`config.mk`:
```
export PLATFORM = sky130hd
export DESIGN_NAME = skew_scheduler
export DESIGN_NICKNAME = d
export VERILOG_FILES = /design/src/rtl/skew_scheduler.sv
export SDC_FILE = /design/constraint.sdc
export NUM_CORES = 1
export LEC_CHECK = 0
export CORE_AREA = 10 10 66 68
export CTS_BUF_LIST = sky130_fd_sc_hd__clkbuf_8
export CTS_CLUSTER_SIZE = 30
export DETAILED_ROUTE_END_ITERATION = 6
export DIE_AREA = 0 0 76 78
export PLACE_DENSITY = 0.81
export SLEW_MARGIN = 40
export SYNTH_ARGS = -nofsm -noshare
export SYNTH_HDL_FRONTEND = slang
export SYNTH_SLANG_ARGS = --single-unit
```
`constraint.sdc`:
```
create_clock -name clk -period 7.5 [get_ports clk]
set_input_delay 1.125 -clock clk [delete_from_list [all_inputs] [get_ports clk]]
set_output_delay 1.125 -clock clk [all_outputs]
set_load 0.01 [all_outputs]
```
`src/rtl/skew_scheduler.sv`:
```
// rtl/skew_scheduler.sv - skewed multi-lane read scheduler feeding downstream shift registers (optional SKEW_SCHED_PERF_EN busy-cycle counter)
module skew_scheduler #(
  parameter int LANES    = 4,
  parameter int DEPTH    = 8,
  parameter int ADDR_W   = 8,
  parameter int PIPE_LAT = 4
) (
  input  logic                        clk,
  input  logic                        rst_n,
  input  logic                        start,
  input  logic                        abort,
  input  logic [$clog2(DEPTH+1)-1:0]  cfg_len,
  output logic [LANES-1:0]            lane_ren_n,
  output logic [LANES*ADDR_W-1:0]     lane_addr,
  output logic                        busy,
`ifdef SKEW_SCHED_PERF_EN
  output logic [31:0]                 perf_cycles,
`endif
  output logic                        done
);

  localparam int LW = $clog2(DEPTH + 1);
  // Feed counter must reach DEPTH+LANES-1 without wrapping.
  localparam int CW = $clog2(DEPTH + LANES);
  localparam int DW = (PIPE_LAT > 1) ? $clog2(PIPE_LAT) : 1;
  localparam int DRAIN_LAST = (PIPE_LAT > 0) ? PIPE_LAT - 1 : 0;

  typedef enum logic [1:0] {
    IDLE  = 2'd0,
    FEED  = 2'd1,
    DRAIN = 2'd2,
    DONE  = 2'd3
  } state_t;

  state_t         state;
  state_t         state_nxt;
  logic [CW-1:0]  cyc;
  logic [LW-1:0]  len;
  logic [DW-1:0]  dcnt;
  logic [LW-1:0]  len_clip;
  logic           feed_last;
  logic           drain_last;

  assign len_clip   = (cfg_len > LW'(DEPTH)) ? LW'(DEPTH) : cfg_len;
  // The last feed cycle is cyc = len+LANES-2; compare cyc+1 against len+LANES-1 so LANES=1 never goes negative.
  assign feed_last  = (({1'b0, cyc} + (CW+1)'(1)) == ({1'b0, CW'(len)} + (CW+1)'(LANES - 1)));
  assign drain_last = (dcnt == DW'(DRAIN_LAST));

  // State register.
  always_ff @(posedge clk or negedge rst_n) begin
    if (!rst_n) begin
      state <= IDLE;
    end else begin
      state <= state_nxt;
    end
  end

  // Next-state logic; abort has priority over everything while a job runs.
  always_comb begin
    state_nxt = state;
    case (state)
      IDLE: begin
        if (start) begin
          state_nxt = (cfg_len != '0) ? FEED : DONE;
        end
      end
      FEED: begin
        if (abort) begin
          state_nxt = IDLE;
        end else if (feed_last) begin
          state_nxt = (PIPE_LAT > 0) ? DRAIN : DONE;
        end
      end
      DRAIN: begin
        if (abort) begin
          state_nxt = IDLE;
        end else if (drain_last) begin
          state_nxt = DONE;
        end
      end
      DONE: begin
        state_nxt = IDLE;
      end
      default: begin
        state_nxt = IDLE;
      end
    endcase
  end

  // Job length latch, feed cycle counter and drain counter.
  always_ff @(posedge clk or negedge rst_n) begin
    if (!rst_n) begin
      cyc  <= '0;
      len  <= '0;
      dcnt <= '0;
    end else begin
      case (state)
        IDLE: begin
          if (start) begin
            cyc  <= '0;
            len  <= len_clip;
            dcnt <= '0;
          end
        end
        FEED: begin
          cyc  <= cyc + CW'(1);
          dcnt <= '0;
        end
        DRAIN: begin
          if (!drain_last) begin
            dcnt <= dcnt + DW'(1);
          end
        end
        default: begin
        end
      endcase
    end
  end

  // Lane i reads address cyc-i during its len-cycle window, giving the diagonal skew.
  always_comb begin
    lane_ren_n = '1;
    lane_addr  = '0;
    if (state == FEED) begin
      for (int i = 0; i < LANES; i++) begin
        if ((cyc >= CW'(i)) && ((cyc - CW'(i)) < CW'(len))) begin
          lane_ren_n[i]                 = 1'b0;
          lane_addr[i*ADDR_W +: ADDR_W] = ADDR_W'(cyc - CW'(i));
        end
      end
    end
  end

  assign busy = (state == FEED) || (state == DRAIN);
  assign done = (state == DONE);

`ifdef SKEW_SCHED_PERF_EN
  // Busy-cycle counter: cleared by an accepted start, saturating, held when idle.
  always_ff @(posedge clk or negedge rst_n) begin
    if (!rst_n) begin
      perf_cycles <= '0;
    end else if ((state == IDLE) && start) begin
      perf_cycles <= '0;
    end else if (busy && (perf_cycles != 32'hFFFF_FFFF)) begin
      perf_cycles <= perf_cycles + 32'd1;
    end
  end
`endif

endmodule

```
==> summary.md, run 1 <==
| Metric | Value |
|---|---|
| Routability congestion estimate from global placement | approximately 0.86 |
| Final core utilization | 0.613 |
| Worst setup skew after layout | 0.000584 ns |
| Total power density per cell area | between 400 and 500 nW/um2 |
| H-Tree Depth | 1 |
| Antenna violations before repair | 0 |
| Sequential cell area | 300 um2 |
| Max-Cap Viols | 0 |
| Clock Latency Late Sink | roughly 0.24 ns |
| End point of the most critical hold path | len[1]$_DFFE_PN0P_ |
| Depth of the worst register-to-register path | 7 |
| CP Depth | 10 |
| Antenna viol nets, final | 0 |
| GR Util All Layers | 0.129 |
| Total congestion overflow | 0 |
| Number of global-route vias before repair | 1427 |
| Setup WS post-layout | 2.65 ns |
| Unrepaired setup endpoints after global routing | false |
| WHS Path Cells | 2 |
| Number of sinks on the clock net | 12 |
| Count of synthesis-stage warnings from yosys | 0 |
| Count of vias placed by the detailed router | 1392 |
| Critical path startpoint category | flop |
| Leading cell type by number of instances after synthesis | ha_1 |
| Synth unique cells | 42 |
| Wire length of the first global-routing pass | 6570 um |
| Async S/R FF share, synth | 1.00 |
| CTS tree | done |
| Worst VDD drop | 0.198 mV |
| DRC violation total after the first TritonRoute iteration | 101 |
| Total DRC errors in the routed layout | 0 |
| Number of pins exceeding their max-slew limit in the final report | 0 |
| Shortest period the worst path allows | 4.85 ns |
| Dominant cell type by area after synthesis | ha_1 |
| Maximum number of pins on one net before global-route repair | 16 |
| Worst slack, placed | 2.94 ns |
| Total core area | 3180 um2 |
| Data required time at the worst endpoint | 6.38 ns |
| Top FF cell, synth | dfrtp_1 |
| Post-synthesis instance area | about 1500 um2 |
| Number of enable flip-flop cells after synthesis | 0 |
| Path type of the worst setup path | reg -> out |
| Sequential share of the synthesized area | 0.194 |
| Largest fanout of any net on the critical path | 13 |
| Slowest cell delay on critical path | between 0.6 and 0.7 ns |
| Mapped Cells | around 190 |
| Non-Filler Cell Area, Final | ~1900 um2 |
| Critical Path, Cell by Cell | inv_1 > ha_1 > inv_1 > ha_1 > nor2b_1 > o21a_1 > o21ai_0 > nand4b_1 > nor4b_1 > clkdlybuf4s50_1 |
| Multi-input combinational cell area | 1080 um2 |
| Diode insertion count for antenna repair | 0 |
| Leading cell types by count after synthesis | ha_1, nor2_1, o21ai_0 |
| Number of failing setup endpoints in the final timing report | 0 |
| Io pins | 46 |
| Initial standard-cell utilization of the core | 0.487 |
| Synth top area share | 0.234 |
| Cells resized by post-CTS repair | 0 |
| Count of hold-fix buffers inserted at cts | 0 |
| Kind of cell adding the most delay to the critical path | simple AND/OR/NAND/NOR gates |
| Placement Cell Area | 1910 um2 |
| Final hold violations | 0 |
| Standard cell with the maximum stage delay on the critical path | clkdlybuf4s50_1 |
| Final-layout fill cell count | 278 |
| Status | finished clean |
| HP Start | len[1]$_DFFE_PN0P_ |
| Detailed placer's ending HPWL | 3130 um |
| CTS Buf Count | 3 |
| Pin slew with the least headroom to its limit | 0.661 ns |
| Number of core rows | 21 |
| Routed wire length | 3800 um |
| Top cells by area in the synthesized netlist | ha_1, dfrtp_1, buf_4 |
| Die height | 78 um |
| Width of the chip | 76 um |
| Die ar. | approximately 5900 um2 |
| Critical register-to-register path endpoint | state[0]$_DFFE_PN0P_ |
| Fraction of layout cells with a size suffix above 1 | 0.0367 |
| Worst setup EP type | primary output |
| Max Buffers Root-to-Sink | 2 |
| Clock-pin slew of the registers on the worst-case setup and hold paths | around 0.050 ns |
| Data arrival time at the worst-slack endpoint | 3.73 ns |
| Flop-to-flop setup slack | 5.04 ns |
| Post-CTS setup buffer count | 0 |
| Post-layout nets | 257 |
| Final sum of negative setup slack | 0 ns |
| Class of the tightest hold or removal check | reg -> reg |
| Critical Path Start | cyc[0]$_DFFE_PN0P_ |
| Detailed-route wire length per cell | 14.4 um |
| Growth of design area from synthesis to finish | 25.9% |
| Worst slew margin | 0.555 |
| Leakage dissipation | approximately 0.9 nW |
| Avg Cell Area, Syn | 8.23 um2 |
| Average vias per placed instance | about 5.3 |
| Buffers & Inverters on Critical Path | 3 |
| CTS Root Cell | clkbuf_8 |
| Flip-flop and latch count after synthesis | 12 |
| Portion of the clock cycle consumed by the worst path in the final layout | 0.647 |
| Beginning of the worst register-to-register path | cyc[0]$_DFFE_PN0P_ |
| Maximum clock frequency | 206 MHz |
| DR pass1 iterations | 4 |
| Number of port buffers | 41 |
[registers in the layout, summed over array words and instances, names as in the netlist]
signal	cells
cyc	4
len	4
state	2
dcnt	2
[logic make-up (layout without fill, tap and decap cells)]
kind of cell | Yosys count | in the layout | synth area share
other cells | 1 | 4 | 0.00242
mux | 3 | 3 | 0.0210
compound gates | 38 | 38 | 0.159
buf+inv | 33 | 60 | 0.116
fa+ha+maj | 29 | 29 | 0.234
flops | 12 | 12 | 0.194
simple gates | 65 | 65 | 0.219
xor+xnor | 7 | 7 | 0.0534
[worst register-to-register path, delay by kind of cell, from the launching register on]
kind	cells	cell delay [ns]
XOR/XNOR	1	0.16
AO/OA/AOI/OAI	4	1.03
buffers and inverters	1	0.19
flip-flops	1	0.57
adder cells (fa/ha/maj)	1	0.40
[cell usage in the layout, fill, tap and decap left out, drive strengths merged, types with 3 or more instances in the layout]
cell,n
o21ai,17
dfrtp,12
o21a,4
conb,4
nor2,17
xnor2,5
clkdlybuf4s50,41
nor3,3
nor4,5
nor2b,9
nand2,14
nand2b,6
a22o,3
clkbuf,3
a21oi,4
inv,16
ha,29
[layout make-up]
class                   count  share of cell area
multi-input cells         146               0.554
flip-flops and latches     12               0.154
inverters                  16              0.0308
well taps                  46              0.0295
clock buffers               3              0.0212
repair buffers             41               0.211
[through the flow]
| stage | total power [mW] | instances | hold slack [ns] |
|---|---|---|---|
| 3_3_place_gp | 0.785 | 261 | 0.511 |
| 4_1_cts | 0.863 | 264 | 0.517 |
| 2_1_floorplan | 0.578 | 191 | 0.466 |
| 3_5_place_dp | 0.801 | 261 | 0.505 |
| 6_report | 0.854 | 264 | 0.513 |
| 5_1_grt | 0.956 | 264 | 0.538 |
[report_power, final]
part / internal (mW) / total [mW] / switching (mW)
logic: 0.328 / 0.658 / 0.329
registers: 0.0899 / 0.138 / 0.0482
clock network: 0.0353 / 0.0580 / 0.0227
[worst max-delay path by stage]
stage	to	slack (ns)
after CTS	lane_addr[14]	2.66
after global placement	lane_addr[15]	3.10
after global routing	lane_addr[14]	2.20
after detailed placement	lane_addr[14]	2.94
after floorplan	lane_addr[13]	3.23
final	lane_addr[14]	2.65
[routing by layer]
metal / part of all wire / wire length [um] / track usage
met1: 0.43 / 1620 / 0.143
met2: 0.48 / 1830 / 0.230
met3: 0.075 / 284 / 0.0357
met4: 0.018 / 67 / 0.0473
met5: 0 / 0 / 0
No activity file was read; power rests on OpenSTA's default activity.
==> run 2, diff against run 1 <==
- CORE_AREA: 10 10 66 68 -> 10 10 68 70
- DIE_AREA: 0 0 76 78 -> 0 0 78 80
- PLACE_DENSITY: 0.81 -> 0.76
- clock period: 7.5 -> 4.8 ns (I/O delays scaled with it)
==> summary.md, run 2 (synthesis results as in run 1) <==
| Metric | Value |
|---|---|
| Status | finished clean |
| Number of sinks on the clock net | 12 |
| Depth of the worst register-to-register path | 7 |
| Total congestion overflow | 0 |
| H-Tree Depth | 1 |
| Max-Cap Viols | 0 |
| Number of global-route vias before repair | between 1000 and 1500 |
| Multi-input combinational cell area | approximately 1100 um2 |
| Number of pins exceeding their max-slew limit in the final report | 0 |
| Number of core rows | 21 |
| Pin slew with the least headroom to its limit | 0.758 ns |
| Post-layout nets | 258 |
| Io pins | 46 |
| Leakage dissipation | a little under 0.9 nW |
| Critical Path, Cell by Cell | inv_1 > ha_1 > inv_1 > ha_1 > nor2b_1 > o21a_1 > o21ai_0 > nand4b_1 > nor4b_2 > clkdlybuf4s50_1 |
| Most common library cell in the layout ignoring fill and taps | clkdlybuf4s50_1 |
| Die height | 80 um |
| Class of the tightest hold or removal check | reg -> reg |
| HP Start | len[1]$_DFFE_PN0P_ |
| Standard cell with the maximum stage delay on the critical path | clkdlybuf4s50_1 |
| Antenna violations before repair | 0 |
| Combinational group share of total power | 0.787 |
| Wire length of the first global-routing pass | between 6000 and 7000 um |
| Total core area | 3280 um2 |
| Total power density per cell area | 689 nW/um2 |
| Count of vias placed by the detailed router | 1399 |
| Number of failing setup endpoints in the final timing report | 0 |
| Number of standard cells in the final layout excluding fillers | 265 |
| Non-Filler Cell Area, Final | 1960 um2 |
| Largest fanout of any net on the critical path | 13 |
| Count of hold-fix buffers inserted at cts | 0 |
| Beginning of the worst register-to-register path | cyc[0]$_DFFE_PN0P_ |
| Detailed-route wire length per cell | roughly 14 um |
| Fraction of layout cells with a size suffix above 1 | 0.0457 |
| Internal portion of total power | between 0.7 and 0.8 mW |
| Number of placed instances, taps included | 262 |
| Growth of design area from synthesis to finish | 26.8% |
| Critical register-to-register path endpoint | state[0]$_DFFE_PN0P_ |
| Total DRC errors in the routed layout | 0 |
| Sequential share of power | 0.149 |
| Sw Ratio | 0.468 |
| Worst slew margin | 0.490 |
| Antenna viol nets, final | 0 |
| Initial standard-cell utilization of the core | 0.471 |
| Maximum clock frequency | 234 MHz |
| Die ar. | 6240 um2 |
| Data required time at the worst endpoint | between 4 and 5 ns |
| Worst VDD drop | 0.306 mV |
| GR Util All Layers | 0.116 |
| Width of the chip | 78 um |
| Diode insertion count for antenna repair | 0 |
| Design Power | around 1.4 mW |
| CTS tree | done |
| Shortest period the worst path allows | between 4 and 5 ns |
| Clock Latency Late Sink | 0.23 ns |
| Path type of the worst setup path | reg -> out |
| Final-layout fill cell count | 307 |
| Placement Cell Area | 1910 um2 |
| Final hold violations | 0 |
| Max Buffers Root-to-Sink | 2 |
| DRC violation total after the first TritonRoute iteration | 95 |
| Hold slack | 0.518 ns |
| End point of the most critical hold path | len[1]$_DFFE_PN0P_ |
| Worst setup EP type | primary output |
| Data arrival time at the worst-slack endpoint | 3.55 ns |
| Flop-to-flop setup slack | around 2.3 ns |
| Routed wire length | around 3800 um |
| Number of port buffers | 41 |
| Sequential cell area | 300 um2 |
| Most used cells in the layout excluding fill and tap cells | clkdlybuf4s50_1, ha_1, nor2_1, o21ai_0, inv_1 |
| WHS Path Cells | 2 |
| Critical path startpoint category | flop |
| Routability congestion estimate from global placement | 0.867 |
| Unrepaired setup endpoints after global routing | false |
| Net switching component of the power | 0.632 mW |
| Maximum number of pins on one net before global-route repair | 15 |
| Clock-pin slew of the registers on the worst-case setup and hold paths | 0.05 ns |
| Worst setup skew after layout | 0.000935 ns |
| Final sum of negative setup slack | 0 ns |
| CTS Root Cell | clkbuf_8 |
| CTS Buf Count | 3 |
| DR pass1 iterations | 4 |
| Portion of the clock cycle consumed by the worst path in the final layout | 0.891 |
| Largest registers | cyc (4), len (4) |
| Average vias per placed instance | 5.28 |
| Slowest cell delay on critical path | slightly above 0.6 ns |
| Detailed placer's ending HPWL | 3150 um |
| Part of the power in the clock network | 0.065 |
-- run 2: changes by cell type in the layout (fill, tap and decap cells not counted) --
| cell | change |
|---|---|
| nor4b_1 | -1 |
| buf_4 | +1 |
| nor4b_2 | +1 |
-- run 2: how the worst max path moves through the flow --
stage	startpoint	end	slack (ns)	cells after the start
2_1_floorplan	cyc[0]$_DFFE_PN0P_	lane_addr[13]	0.94	11
3_3_place_gp	cyc[0]$_DFFE_PN0P_	lane_addr[14]	0.80	10
3_5_place_dp	cyc[0]$_DFFE_PN0P_	lane_addr[15]	0.61	10
4_1_cts	cyc[0]$_DFFE_PN0P_	lane_addr[15]	0.34	10
5_1_grt	cyc[0]$_DFFE_PN0P_	lane_addr[15]	0.14	10
6_report	cyc[0]$_DFFE_PN0P_	lane_addr[15]	0.53	10
-- run 2: area by class of cell --
class                   instances  area share
multi-input cells             146       0.553
repair buffers                 42       0.213
flip-flops and latches         12       0.153
inverters                      16      0.0306
well taps                      46      0.0293
clock buffers                   3      0.0210
-- run 2: critical path: cells and delay by family, from the launching register on --
| family | cells | cell delay, ns |
|---|---|---|
| compound gates | 2 | 0.31 |
| fa+ha+maj | 2 | 0.70 |
| buf+inv | 3 | 0.92 |
| flops | 1 | 0.57 |
| simple gates | 3 | 0.81 |
-- run 2: power groups by stage --
stage          Sequential, mW  Clock (mW)  Combinational, mW
2_1_floorplan           0.180           0              0.724
3_3_place_gp            0.198           0               1.04
3_5_place_dp            0.202           0               1.06
4_1_cts                 0.200      0.0905               1.07
5_1_grt                 0.210      0.0967               1.19
6_report                0.201      0.0874               1.06
-- run 2: repair_timing --
action | in CTS | in global routing
endpoints found under the hold margin | 0 | 0
gates resized for setup | 0 | 1
endpoints found under the setup margin | 0 | 4
setup buffers | 0 | 0
-- run 2: metrics by stage --
| step | util | setup WS [ns] |
|---|---|---|
| after floorplan | - | 0.940 |
| after global placement | 0.583 | 0.799 |
| after detailed placement | 0.583 | 0.607 |
| after CTS | 0.595 | 0.339 |
| after global routing | 0.597 | 0.140 |
| final | 0.597 | 0.525 |
-- run 2: per-layer routing --
| metal | GRT usage | vias up | part of all wire |
|---|---|---|---|
| li1 | - | 695 | - |
| met1 | 0.137 | 652 | 0.43 |
| met2 | 0.204 | 52 | 0.48 |
| met3 | 0.0315 | 0 | 0.087 |
| met4 | 0.0287 | 0 | 0 |
| met5 | 0 | - | 0 |
==> run 3, diff against run 2 <==
- PLACE_DENSITY: 0.76 -> 0.91
==> summary.md, run 3 (synthesis results as in run 1) <==
| Metric | Value |
|---|---|
| Class of the tightest hold or removal check | reg -> reg |
| Pin slew with the least headroom to its limit | 0.662 ns |
| Routed wire length | between 3000 and 4000 um |
| H-Tree Depth | 1 |
| Post-CTS setup buffer count | 0 |
| Worst slew margin | 0.555 |
| Clock Latency Late Sink | roughly 0.24 ns |
| Leakage dissipation | 0.890 nW |
| Total power density per cell area | 688 nW/um2 |
| Initial standard-cell utilization of the core | 0.471 |
| Most common library cell in the layout ignoring fill and taps | clkdlybuf4s50_1 |
| Unrepaired setup endpoints after global routing | false |
| Path type of the worst setup path | reg -> out |
| Antenna viol nets, final | 0 |
| Critical path startpoint category | flop |
| Data arrival time at the worst-slack endpoint | 3.70 ns |
| Detailed placer's ending HPWL | 3170 um |
| Clock-pin slew of the registers on the worst-case setup and hold paths | 0.05 ns |
| Number of core rows | 21 |
| CTS Root Cell | clkbuf_8 |
| Total DRC errors in the routed layout | 0 |
| GR Util All Layers | 0.123 |
| CTS Buf Count | 3 |
| DR pass1 iterations | 4 |
| Cells resized by post-CTS repair | 0 |
| Fraction of layout cells with a size suffix above 1 | 0.0411 |
| Diode insertion count for antenna repair | 0 |
| Shortest period the worst path allows | 4.42 ns |
| DRC violation total after the first TritonRoute iteration | 85 |
| Max Buffers Root-to-Sink | 2 |
| Hold slack | 0.514 ns |
| Number of placed instances, taps included | about 260 |
| Die height | 80 um |
| Max-Cap Viols | 0 |
| Number of standard cells in the final layout excluding fillers | 265 |
| Final core utilization | 0.595 |
| Flop-to-flop setup slack | 2.39 ns |
| Io pins | between 40 and 50 |
| Post-layout nets | between 200 and 300 |
| Detailed-route wire length per cell | 14.5 um |
| Number of global-route vias before repair | 1376 |
| Final sum of negative setup slack | 0 ns |
| Worst setup EP type | primary output |
| Routability congestion estimate from global placement | 0.887 |
| Number of sinks on the clock net | 12 |
| Die ar. | 6240 um2 |
| Number of failing setup endpoints in the final timing report | 0 |
| Number of pins exceeding their max-slew limit in the final report | 0 |
| Number of port buffers | 41 |
| Status | finished clean |
| Total core area | between 3000 and 4000 um2 |
| Largest fanout of any net on the critical path | 13 |
| Total congestion overflow | 0 |
| Worst VDD drop | 0.400 mV |
| Wire length of the first global-routing pass | 6440 um |
| Worst setup skew after layout | 0.00362 ns |
| Growth of design area from synthesis to finish | 26.4% |
| Final hold violations | 0 |
| Average vias per placed instance | 5.22 |
| Maximum clock frequency | 226 MHz |
| Most used cells in the layout excluding fill and tap cells | clkdlybuf4s50_1, ha_1, nor2_1, o21ai_0, inv_1 |
| Maximum number of pins on one net before global-route repair | 15 |
| Antenna violations before repair | 0 |
| Width of the chip | ~80 um |
| Data required time at the worst endpoint | 4.08 ns |
| CTS tree | done |
| Count of hold-fix buffers inserted at cts | 0 |
| Portion of the clock cycle consumed by the worst path in the final layout | 0.921 |
| Largest registers | cyc (4), len (4) |
| Count of vias placed by the detailed router | around 1400 |
## run 3: final timing paths
| kind | to | startpoint | cells after the start |
|---|---|---|---|
| worst min-delay path | len[1]$_DFFE_PN0P_ | len[1]$_DFFE_PN0P_ | 2 |
| min in group asynchronous | len[3]$_DFFE_PN0P_ | rst_n | 1 |
| max in group asynchronous | cyc[3]$_DFFE_PN0P_ | rst_n | 1 |
| worst max-delay path | lane_addr[12] | cyc[0]$_DFFE_PN0P_ | 10 |
| worst min register to register | len[1]$_DFFE_PN0P_ | len[1]$_DFFE_PN0P_ | 2 |
| worst max register to register | state[0]$_DFFE_PN0P_ | cyc[0]$_DFFE_PN0P_ | 7 |
## run 3: cell type report
class	instances	area (um2)
Clock buffer	3	41.3
Fill cell	286	1330
Inverter	16	60.1
Multi-Input combinational cell	146	1080
Sequential cell	12	300
Tap cell	46	57.6
Timing Repair Buffer	42	418
## run 3: stage by stage
| stage | cell area, um2 | worst slack [ns] | power [mW] |
|---|---|---|---|
| 2_1_floorplan | 1560 | 0.940 | 0.903 |
| 3_3_place_gp | 1910 | 0.833 | 1.23 |
| 3_5_place_dp | 1910 | 0.631 | 1.25 |
| 4_1_cts | 1960 | 0.356 | 1.35 |
| 5_1_grt | 1960 | 0.00149 | 1.50 |
| 6_report | 1960 | 0.377 | 1.35 |
## run 3: worst max-delay path, cell delays in order (launching register included)
cell and delay [ns]:
dfrtp_1 0.56, inv_1 0.19, ha_1 0.41, inv_1 0.10
ha_1 0.27, nor2b_1 0.13, o21a_1 0.16, o21ai_0 0.16
nand4b_1 0.23, nor4b_1 0.59, clkdlybuf4s50_1 0.66
## run 3: report_power, final
| group | internal [mW] | switching [mW] | total (mW) | leakage [nW] |
|---|---|---|---|---|
| Clock | 0.0552 | 0.0354 | 0.0906 | 0.0216 |
| Combinational | 0.519 | 0.536 | 1.06 | 0.711 |
| Sequential | 0.141 | 0.0587 | 0.199 | 0.157 |
## run 3: layer usage
metal	routed length, um	vias up	track usage	part of all wire
met5	0	-	0	0
met4	27	0	0.0376	0.0070
met2	1770	51	0.215	0.46
met1	1770	631	0.141	0.46
met3	281	4	0.0360	0.073
li1	-	696	-	-
